## src/rtl/ps2_mouse_pkt.sv

```systemverilog
// ---------------------------------------------------------------------------
// ps2_mouse_pkt
//
// Packet assembler and byte buffer that sits between the PS/2 mouse receiver
// and the SMC "read from mouse buffer" I2C register. Raw received bytes are
// framed into movement packets. Byte 0 must have bit 3 set to be accepted as
// the start of a packet. A packet becomes visible to the reader only after
// its last byte arrives, so the I2C host never sees a partial packet.
//
// Packet length is 3 bytes by default. Defining the macro PS2_MOUSE_WHEEL_EN
// selects the 4-byte IntelliMouse format: a fourth state S_B3 is built, and
// the Z/wheel byte is buffered without any check.
//
// Parameters
//   BITDEPTH    buffer holds 2**BITDEPTH bytes (must be >= 3)
//   TIMEOUT_US  inter-byte gap, in ck1us pulses, that aborts a partial
//               packet (1..4095)
//
// Ports
//   clk6x       in   system clock (48 MHz)
//   resetn      in   asynchronous active-low reset
//   ck1us       in   1 us strobe, one clock wide
//   rx_byte_i   in   received byte from the PS/2 port
//   rx_v_i      in   rx_byte_i valid, one clock wide
//   clear_i     in   synchronous flush of buffer and assembler
//   rd_data_o   out  byte at the buffer head, 8'h00 when empty
//   rd_deq_i    in   consume the head byte (ignored when empty)
//   empty_o     out  no committed byte available
//   drop_cnt_o  out  packets dropped for lack of space, saturating
//   sync_err_o  out  one-clock pulse when a byte-0 candidate fails sync
// ---------------------------------------------------------------------------
module ps2_mouse_pkt #(
  parameter int BITDEPTH   = 4,
  parameter int TIMEOUT_US = 2000
) (
  input  logic       clk6x,
  input  logic       resetn,
  input  logic       ck1us,
  input  logic [7:0] rx_byte_i,
  input  logic       rx_v_i,
  input  logic       clear_i,
  output logic [7:0] rd_data_o,
  input  logic       rd_deq_i,
  output logic       empty_o,
  output logic [7:0] drop_cnt_o,
  output logic       sync_err_o
);

  localparam int DEPTH = 1 << BITDEPTH;
  localparam int PW    = BITDEPTH + 1;

`ifdef PS2_MOUSE_WHEEL_EN
  localparam int PKTLEN = 4;
`else
  localparam int PKTLEN = 3;
`endif

  localparam logic [PW-1:0] PTR_ONE   = PW'(1);
  localparam logic [PW:0]   DEPTH_W   = (PW+1)'(DEPTH);
  localparam logic [PW:0]   PKTLEN_W  = (PW+1)'(PKTLEN);
  localparam logic [11:0]   TMO_LAST  = 12'(TIMEOUT_US - 1);

  typedef enum logic [1:0] {
    S_B0,
    S_B1,
    S_B2
`ifdef PS2_MOUSE_WHEEL_EN
    , S_B3
`endif
  } state_t;

`ifdef PS2_MOUSE_WHEEL_EN
  localparam state_t S_LAST = S_B3;
`else
  localparam state_t S_LAST = S_B2;
`endif

  // -------------------------------------------------------------------------
  // State
  // -------------------------------------------------------------------------
  state_t          r_state;
  state_t          w_state_nxt;

  logic [PW-1:0]   r_rd_ptr;      // next byte handed to the reader
  logic [PW-1:0]   r_commit_ptr;  // end of the last complete packet
  logic [PW-1:0]   r_stage_ptr;   // end of the packet being assembled
  logic            r_drop;        // current packet is being discarded
  logic [7:0]      r_drop_cnt;
  logic            r_sync_err;
  logic [11:0]     r_tmo_cnt;
  logic [7:0]      r_mem [DEPTH];

  // -------------------------------------------------------------------------
  // Derived conditions
  // -------------------------------------------------------------------------
  logic [PW-1:0]   w_used;
  logic [PW:0]     w_free;
  logic            w_space_ok;
  logic            w_empty;
  logic            w_last;
  logic            w_tmo_hit;

  // Occupancy counts staged bytes too, so a new packet is only started when
  // all of it is guaranteed to fit in front of unread data.
  assign w_used     = r_stage_ptr - r_rd_ptr;
  assign w_free     = DEPTH_W - {1'b0, w_used};
  assign w_space_ok = (w_free >= PKTLEN_W);
  assign w_empty    = (r_rd_ptr == r_commit_ptr);
  assign w_last     = (r_state == S_LAST);

  // Abort on the ck1us pulse that makes the gap reach TIMEOUT_US, so the
  // state is back in S_B0 on the following cycle. A byte arriving on the
  // same cycle restarts the gap instead.
  assign w_tmo_hit  = (r_state != S_B0) && ck1us && !rx_v_i &&
                      (r_tmo_cnt == TMO_LAST);

  // -------------------------------------------------------------------------
  // FSM: state register
  // -------------------------------------------------------------------------
  // NOTE: sequential state uses non-blocking assignments so every register
  // samples pre-edge values regardless of process evaluation order.
  always_ff @(posedge clk6x or negedge resetn) begin
    if (!resetn) r_state <= S_B0;
    else         r_state <= w_state_nxt;
  end

  // -------------------------------------------------------------------------
  // FSM: next-state logic
  // -------------------------------------------------------------------------
  // NOTE: every combinational output gets a default before any branch, so no
  // path leaves it unassigned and no latch is inferred.
  always_comb begin
    w_state_nxt = r_state;
    if (clear_i) begin
      w_state_nxt = S_B0;
    end else if (rx_v_i) begin
      case (r_state)
        S_B0:    if (rx_byte_i[3]) w_state_nxt = S_B1;
        S_B1:    w_state_nxt = S_B2;
`ifdef PS2_MOUSE_WHEEL_EN
        S_B2:    w_state_nxt = S_B3;
        S_B3:    w_state_nxt = S_B0;
`else
        S_B2:    w_state_nxt = S_B0;
`endif
        default: w_state_nxt = S_B0;
      endcase
    end else if (w_tmo_hit) begin
      w_state_nxt = S_B0;
    end
  end

  // -------------------------------------------------------------------------
  // FSM: output decode
  // -------------------------------------------------------------------------
  logic w_wr;          // store rx_byte_i at stage_ptr
  logic w_start_keep;  // accepted byte 0, packet will be stored
  logic w_start_drop;  // accepted byte 0, no room: discard whole packet
  logic w_commit;      // last byte of a stored packet
  logic w_drop_done;   // last byte of a discarded packet
  logic w_sync_bad;    // byte-0 candidate without the sync bit
  logic w_abort;       // gap timeout, roll the staged bytes back

  always_comb begin
    w_wr         = 1'b0;
    w_start_keep = 1'b0;
    w_start_drop = 1'b0;
    w_commit     = 1'b0;
    w_drop_done  = 1'b0;
    w_sync_bad   = 1'b0;
    w_abort      = 1'b0;
    if (!clear_i) begin
      if (rx_v_i) begin
        if (r_state == S_B0) begin
          if (!rx_byte_i[3]) begin
            w_sync_bad = 1'b1;
          end else if (w_space_ok) begin
            w_wr         = 1'b1;
            w_start_keep = 1'b1;
          end else begin
            w_start_drop = 1'b1;
          end
        end else begin
          w_wr = !r_drop;
          if (w_last) begin
            w_commit    = !r_drop;
            w_drop_done = r_drop;
          end
        end
      end else begin
        w_abort = w_tmo_hit;
      end
    end
  end

  // -------------------------------------------------------------------------
  // Pointers
  // -------------------------------------------------------------------------
  // Commit and dequeue touch different pointers, so both apply when they
  // coincide. A flush collapses the reader and stager onto the commit point,
  // which drops every committed byte as well as the packet in progress.
  always_ff @(posedge clk6x or negedge resetn) begin
    if (!resetn) begin
      r_rd_ptr     <= '0;
      r_commit_ptr <= '0;
      r_stage_ptr  <= '0;
    end else if (clear_i) begin
      r_rd_ptr    <= r_commit_ptr;
      r_stage_ptr <= r_commit_ptr;
    end else begin
      if (rd_deq_i && !w_empty) r_rd_ptr <= r_rd_ptr + PTR_ONE;

      if (w_abort)   r_stage_ptr <= r_commit_ptr;
      else if (w_wr) r_stage_ptr <= r_stage_ptr + PTR_ONE;

      // The last byte is written this cycle, so the commit point lands one
      // past the current stage pointer.
      if (w_commit) r_commit_ptr <= r_stage_ptr + PTR_ONE;
    end
  end

  // -------------------------------------------------------------------------
  // Packet bookkeeping, status outputs and gap timer
  // -------------------------------------------------------------------------
  always_ff @(posedge clk6x or negedge resetn) begin
    if (!resetn) begin
      r_drop     <= 1'b0;
      r_drop_cnt <= 8'h00;
      r_sync_err <= 1'b0;
      r_tmo_cnt  <= 12'd0;
    end else begin
      if (w_start_drop)      r_drop <= 1'b1;
      else if (w_start_keep) r_drop <= 1'b0;

      if (w_drop_done && (r_drop_cnt != 8'hFF)) r_drop_cnt <= r_drop_cnt + 8'd1;

      r_sync_err <= w_sync_bad;

      if (clear_i || rx_v_i || w_tmo_hit) r_tmo_cnt <= 12'd0;
      else if ((r_state != S_B0) && ck1us) r_tmo_cnt <= r_tmo_cnt + 12'd1;
    end
  end

  // -------------------------------------------------------------------------
  // Byte storage
  // -------------------------------------------------------------------------
  // NOTE: the storage array is deliberately not reset; the pointers alone
  // decide which entries are meaningful, and a reset-free array maps onto
  // plain RAM.
  always_ff @(posedge clk6x) begin
    if (w_wr) r_mem[r_stage_ptr[BITDEPTH-1:0]] <= rx_byte_i;
  end

  assign rd_data_o  = w_empty ? 8'h00 : r_mem[r_rd_ptr[BITDEPTH-1:0]];
  assign empty_o    = w_empty;
  assign drop_cnt_o = r_drop_cnt;
  assign sync_err_o = r_sync_err;

endmodule

```

## config.mk

```make
export PLATFORM = sky130hd
export DESIGN_NAME = ps2_mouse_pkt
export DESIGN_NICKNAME = d
export VERILOG_FILES = /design/src/rtl/ps2_mouse_pkt.sv
export SDC_FILE = /design/constraint.sdc
export NUM_CORES = 1
export LEC_CHECK = 0
export CORE_MARGIN = 4
export CORE_UTILIZATION = 50
export DETAILED_ROUTE_END_ITERATION = 8
export HOLD_SLACK_MARGIN = 0.12
export PLACE_DENSITY_LB_ADDON = 0.15
export SYNTH_ARGS = -nofsm -noshare
export SYNTH_HDL_FRONTEND = slang
export SYNTH_SLANG_ARGS = --single-unit
```

## constraint.sdc

```tcl
create_clock -name clk6x -period 3.3 [get_ports clk6x]
set_input_delay 0.66 -clock clk6x [delete_from_list [all_inputs] [get_ports clk6x]]
set_output_delay 0.66 -clock clk6x [all_outputs]
set_load 0.03 [all_outputs]
```

==> impl_table.tex, run 1 <==
\begin{tabular}{lr}
\hline
Metric & Value \\
\hline
\multicolumn{2}{l}{\textbf{Run status}} \\
Status & complete, no violations \\
\multicolumn{2}{l}{\textbf{Timing}} \\
Max Clock Freq & 311 MHz \\
Number of setup violations in the final report & 0 \\
Clk\_skew & 0.00770 ns \\
Max\_slew headroom & 0.388 \\
Hold violation total from the final report & 0 \\
Post-route clock period utilization & 0.975 \\
Final critical path time including I/O delays and setup & 3.22 ns \\
Final Max Tran Viols & 0 \\
Tightest Pin Transition & 0.918 ns \\
\multicolumn{2}{l}{\textbf{Routing}} \\
Routed vias & 3,889 \\
Total Wirelength & 14.5 mm \\
Drt wl/cell & 21.2 um \\
Total DRC errors in the routed layout & 0 \\
Initial DRC Count & 301 \\
Remaining antenna violation count & 0 \\
Routed vias/inst & 5.69 \\
DR pass1 iterations & 5 \\
\multicolumn{2}{l}{\textbf{Floorplan}} \\
Area inside the core boundary & 14,000 sq um \\
Row count & 43 \\
Horizontal die dimension & 128 um \\
Y dimension of the die & 128 um \\
Starting density of the core & 0.516 \\
Full die area & 16,400 sq um \\
Number of ports placed on the die boundary & 32 \\
\multicolumn{2}{l}{\textbf{GRT}} \\
GRT Util Overall & 0.195 \\
Global-route wire length before repair & 23.3 mm \\
Total congestion overflow & 0 \\
Largest net degree at the start of global routing & 40 \\
Via count of the first global-routing pass & 4,078 \\
Antenna violations before repair & 0 \\
\multicolumn{2}{l}{\textbf{Critical path}} \\
Worst Path Class, Setup & reg -> out \\
Register-to-register setup slack & 0.25 ns \\
Signal arrival time at the worst endpoint & 2.56 ns \\
Maximum fanout along the worst path & 10 \\
Crit path capture type & primary output \\
Worst Setup Start Kind & flop \\
Req. time, crit path & 2.64 ns \\
\multicolumn{2}{l}{\textbf{Place}} \\
Count of placed standard cells including taps & 651 \\
Cell area reported after detailed placement & 7860 sq um \\
Half-perimeter wire length after detailed placement & 10.2 mm \\
Placer Congestion & 0.823 \\
Quantity of I/O buffers inserted on ports & 31 \\
\multicolumn{2}{l}{\textbf{Logic synthesis}} \\
Portion of the post-synthesis area used by sequential elements & 0.668 \\
Flip-flop cell with the highest count after synthesis & sky130\_fd\_sc\_hd\_\_edfxtp\_1 \\
Fraction of registers with async set or reset after synthesis & 0.234 \\
Largest cells by area after synthesis & sky130\_fd\_sc\_hd\_\_edfxtp\_1 53\%, sky130\_fd\_sc\_hd\_\_dfrtp\_1 14\%, sky130\_fd\_sc\_hd\_\_mux4\_2 12\% \\
Most frequent cells after synthesis & 128 x sky130\_fd\_sc\_hd\_\_edfxtp\_1, 40 x sky130\_fd\_sc\_hd\_\_mux4\_2, 39 x sky130\_fd\_sc\_hd\_\_dfrtp\_1, 31 x sky130\_fd\_sc\_hd\_\_nor2\_1, 22 x sky130\_fd\_sc\_hd\_\_nand2\_1 \\
Ys Warns & 0 \\
Post-synth top area cell & sky130\_fd\_sc\_hd\_\_edfxtp\_1 \\
Flop and latch count out of synthesis & 167 \\
Synth unique cells & 43 \\
Post-synthesis instance area & 7220 sq um \\
Fraction of synthesized cell area taken by the top area cell type & 0.533 \\
Count of flip-flops with a built-in enable after synthesis & 128 \\
Leading cell type by number of instances after synthesis & sky130\_fd\_sc\_hd\_\_edfxtp\_1 \\
Net count after synthesis & 464 \\
Number of instances in the synthesized netlist & 438 \\
Synthesized area per cell & 16.5 sq um \\
\multicolumn{2}{l}{\textbf{Pwr}} \\
Power per cell area & 784 nW/um\^{}2 \\
Switching power as a share of total power & 0.311 \\
Largest vdd supply drop & 0.394 mV \\
Part of the total power dissipated in sequential elements & 0.380 \\
P\_leak & 2.98 nW \\
Clock network power share & 0.287 \\
Cell internal power dissipation & 0.00454 W \\
Switching power & 0.00206 W \\
Share of total power in combinational logic & 0.333 \\
\multicolumn{2}{l}{\textbf{Clocking}} \\
CTS root buffer & sky130\_fd\_sc\_hd\_\_clkbuf\_16 \\
CTS H-tree lvls & 4 \\
Latest clock arrival within the worst-skew pair & 0.43 ns \\
\# hold bufs at CTS & 0 \\
Clock Pin Slew Worst Setup and Hold Paths & 0.06 ns \\
Number of buffers between clock root and the deepest sink & 2 \\
TritonCTS clock tree & done \\
Clk sink count & 167 \\
CTS buffer count & 17 \\
\multicolumn{2}{l}{\textbf{Finish}} \\
Final instance area & 8410 sq um \\
FILL cells & 1,069 \\
Core occupancy in the finished layout & 0.601 \\
Combined area of the multi-input logic cells & 2290 sq um \\
Fraction of layout instances using a drive strength above 1 & 0.224 \\
Syn-to-layout area delta & 16.5\% \\
Final antenna diode count & 0 \\
Fin cells & 684 \\
Storage element area & 4820 sq um \\
\# nets final & 517 \\
\multicolumn{2}{l}{\textbf{Worst hold path}} \\
Class of the tightest hold or removal check & in -> async \\
\multicolumn{2}{l}{\textbf{Run}} \\
Max-cap check violation count & 0 \\
\hline
\end{tabular}
[layout make-up]
cell class | instances | share of cell area
tap | 180 | 0.0268
multi-input combinational | 247 | 0.273
inverter | 7 | 0.00312
clock buffer | 21 | 0.0524
sequential | 167 | 0.573
clock inverter | 11 | 0.0147
timing repair buffer | 51 | 0.0573
[metrics by stage]
| step | setup TNS (ns) | hold slack (ns) | setup slack, ns | power, W |
|---|---|---|---|---|
| 4_1_cts | 0 | 0.376 | 0.00377 | 0.00673 |
| 2_1_floorplan | 0 | 0.364 | 0.0959 | 0.00403 |
| 5_1_grt | -0.00781 | 0.423 | -0.00279 | 0.00696 |
| 6_report | 0 | 0.369 | 0.0822 | 0.00660 |
| 3_5_place_dp | -0.665 | 0.491 | -0.0533 | 0.00484 |
| 3_3_place_gp | 0 | 0.484 | 0.00948 | 0.00482 |
[worst paths after layout]
kind                                             endpoint  depth (start not counted)                        from
max in group asynchronous         r_rd_ptr[0]$_DFFE_PN0P_                          1                      resetn
worst min register to register  drop_cnt_o[6]$_DFFE_PN0P_                          1   drop_cnt_o[6]$_DFFE_PN0P_
worst max-delay path                         rd_data_o[3]                          6     r_rd_ptr[0]$_DFFE_PN0P_
worst max register to register      r_mem[4][0]$_DFFE_PP_                         11  r_stage_ptr[0]$_DFFE_PN0P_
worst min-delay path            drop_cnt_o[6]$_DFFE_PN0P_                          1                      resetn
min in group clk6x              drop_cnt_o[6]$_DFFE_PN0P_                          1   drop_cnt_o[6]$_DFFE_PN0P_
[placed cells by master, fill, tap and decap left out, types with 17 or more instances in the layout]
cell / netlist / final
sky130_fd_sc_hd__clkdlybuf4s50_1: 0 / 21
sky130_fd_sc_hd__clkbuf_16: 0 / 17
sky130_fd_sc_hd__nand2_1: 22 / 22
sky130_fd_sc_hd__edfxtp_1: 128 / 128
sky130_fd_sc_hd__mux4_2: 40 / 40
sky130_fd_sc_hd__nor2_1: 31 / 30
sky130_fd_sc_hd__dfrtp_1: 39 / 38
sky130_fd_sc_hd__xor2_1: 17 / 17
sky130_fd_sc_hd__nand3_1: 20 / 20
sky130_fd_sc_hd__xnor2_1: 18 / 18
[sequential cells by signal, indices dropped and copies added, names as in the netlist]
signal,count
drop_cnt_o,8
r_stage_ptr,5
r_rd_ptr,5
r_tmo_cnt,12
r_state,2
r_drop,1
r_mem,128
r_commit_ptr,5
sync_err_o,1
[power groups by stage]
stage / Clock (W) / Sequential, W / Combinational, W
floorplan: 0 / 0.00252 / 0.00151
global placement: 0 / 0.00254 / 0.00228
detailed placement: 0 / 0.00254 / 0.00230
CTS: 0.00193 / 0.00250 / 0.00229
global route: 0.00203 / 0.00252 / 0.00241
finish: 0.00189 / 0.00251 / 0.00220
[worst max-delay path, stage by stage, from the launching register on]
cell and delay (ns):
sky130_fd_sc_hd__dfrtp_2 0.40, sky130_fd_sc_hd__buf_12 0.16, sky130_fd_sc_hd__buf_12 0.14, sky130_fd_sc_hd__mux4_2 0.52, sky130_fd_sc_hd__mux4_2 0.48, sky130_fd_sc_hd__nor2b_1 0.14
sky130_fd_sc_hd__clkdlybuf4s15_2 0.28
[timing repair]
| item | CTS | global route |
|---|---|---|
| gates resized for setup | 29 | 16 |
| setup endpoints to repair | 24 | 127 |
| pin swaps | 0 | 0 |
| buffers inserted | 0 | 1 |
[metal layers]
metal	up-vias	track usage	routed length (um)
met2	106	0.292	7020
li1	1788	-	-
met4	0	0.0593	217
met1	1977	0.282	6650
met5	-	0	0
met3	18	0.0508	640
[cells by family after synthesis]
family,synth area share
flops,0.668
mux,0.137
fa+ha+maj,0.0218
xor+xnor,0.0425
compound gates,0.0231
buf+inv,0.0154
simple gates,0.0926
No activity file was read; power rests on OpenSTA's default activity.
==> run 2: changes to the inputs <==
Settings changed: GPL_ROUTABILITY_DRIVEN from default to 1.
==> results of run 2 <==
The final DEF is identical to that of run 1; final timing and power are the same.
==> RTL change (settings of run 2) <==
Compare `r_tmo_cnt` against `TMO_LAST` with >= in place of ==.
--- a/src/rtl/ps2_mouse_pkt.sv
+++ b/src/rtl/ps2_mouse_pkt.sv
@@ -112,7 +112,7 @@
   // state is back in S_B0 on the following cycle. A byte arriving on the
   // same cycle restarts the gap instead.
   assign w_tmo_hit  = (r_state != S_B0) && ck1us && !rx_v_i &&
-                      (r_tmo_cnt == TMO_LAST);
+                      (r_tmo_cnt >= TMO_LAST);
 
   // -------------------------------------------------------------------------
   // FSM: state register
Formal check against the unedited RTL: same outputs for any inputs over 4 cycles, from zero or initial values and one cycle with resetn low; that may be too few to reach the edited logic, so the function may still have changed.
==> RTL change against run 2 <==
Synthesized cell count increased by 0.68%. Sequential cell count unchanged. Area after synthesis decreased by 0.45%. Fmax increased by 0.50%. Clock skew increased by 0.0043 ns. Total power decreased by 5.6%. Global-route usage increased by 1.1 points. Worst setup slack improved by 0.016 ns. Wire length increased by 5.5%. Final area increased by 2.4%. Critical path type unchanged.
==> RTL change: results (changes against run 2) <==
metric,value,unit,change
place_ws,0.1007,ns,+0.1540 ns
slew_headroom,40.07,%,+1.2 points
ir_drop,0.3456,mV,-12%
yosysSeqAreaShare,67.07,%,+0.30 points
grtUsageTotal,20.52,%,+1.1 points
nets,533,,+3.1%
holdWs,0.3627,ns,-0.006139 ns
n_fill_cell,1054,,-1.4%
wl_per_cell,21.90,um,+3.1%
synthDistinctLibCells,44,,+2.3%
p_sw,0.001954,W,-4.9%
status,finished clean,,
drt_iter0_drc,230,,-24%
setup_ws,0.09830,ns,+0.01612 ns
dpl_cell_area,8074,um^2,+2.8%
reg2reg_slack,0.23,ns,-0.02 ns
dp_cells,667,,+2.5%
drive_gt1_share,24.04,%,+1.6 points
grt_use_met2,33.89,%,+4.7 points
grtUsageMet3,4.708,%,-0.38 points
first_pass_iters,4,,-1
synth_xor_area_share,4.022,%,-0.22 points
vias,3951,,+1.6%
worstPathArrival,2.54,ns,-0.02 ns
r2r-end,r_mem[11][6],,
gp_congestion,0.8315,,+1.0%
reg2reg_depth,12,,+1
synth_compound_area_share,2.612,%,+0.31 points
final-instance-count-excl-fill,700,,+2.3%
fin_worst_skew,0.01202,ns,+0.004321 ns
leakage,3.079,nW,+3.5%
startpoint,r_rd_ptr[0],,
ys_top_cells_by_count,"128 x edfxtp_1, 40 x mux4_2, 39 x dfrtp_1, 35 x nor2_1, 20 x nand2_1",,
met1_usage,26.97,%,-1.3 points
avgSynthCellArea,16.29,um^2,-1.1%
syn_nets,467,,+0.65%
hpwl,10.59,mm,+3.5%
worstSetupEndpoint,rd_data_o[4],,
yosys.area_share.adder,2.194,%,+0.0099 points
clk_pin_slew,0.07,ns,
crit_fanout,12,,+2
synth_area_leaders,"edfxtp_1 53%, dfrtp_1 14%, mux4_2 13%",,
synthMuxAreaShare,13.27,%,-0.43 points
grt_pass1_vias,4262,,+4.5%
grt_first_pass_wirelength,24.48,mm,+5.1%
## RTL change: worst max-delay path, stage by stage (launching register included)
cell and delay, ns:
dfrtp_2 0.43, buf_12 0.18, mux4_2 0.52, mux4_2 0.48
nor2b_1 0.14, dlygate4sd2_1 0.37
## RTL change: metal layers
layer	wire [um]	vias up
met2	7761	110
li1	-	1822
met3	929	22
met4	322	0
met5	0	-
met1	6315	1997
## RTL change: layout make-up
class / instances / area, um^2 / area share (%)
Sequential cell: 167 / 4821 / 55.97
Multi-Input combinational cell: 244 / 2250 / 26.12
Timing Repair Buffer: 65 / 709.4 / 8.236
Clock inverter: 13 / 108.9 / 1.264
Inverter: 12 / 45.04 / 0.5230
Clock buffer: 19 / 454.2 / 5.273
Tap cell: 180 / 225.2 / 2.615
## RTL change: what timing repair did
action,in CTS,in global routing
endpoints found under the setup margin,8,127
buffers inserted,1,0
resized for setup,8,15
## RTL change: cell families after synthesis
group           Yosys count
flops                   167
simple gates            124
mux                      45
xor+xnor                 33
compound gates           30
buf+inv                  30
fa+ha+maj                12
## RTL change: worst min path at each step
stage	end	startpoint	depth (start not counted)
4_1_cts	r_stage_ptr[0]	resetn	1
2_1_floorplan	drop_cnt_o[0]	resetn	0
3_3_place_gp	drop_cnt_o[7]	drop_cnt_o[7]	1
3_5_place_dp	drop_cnt_o[6]	drop_cnt_o[6]	1
6_report	r_stage_ptr[0]	resetn	1
5_1_grt	r_stage_ptr[0]	resetn	1
## RTL change: power by group through the flow
stage	Clock [W]	Combinational [W]	Sequential [W]
after floorplan	0	0.00132	0.00252
after global placement	0	0.00191	0.00257
after detailed placement	0	0.00192	0.00257
after CTS	0.00191	0.00189	0.00252
after global routing	0.00201	0.00201	0.00254
final	0.00186	0.00184	0.00252
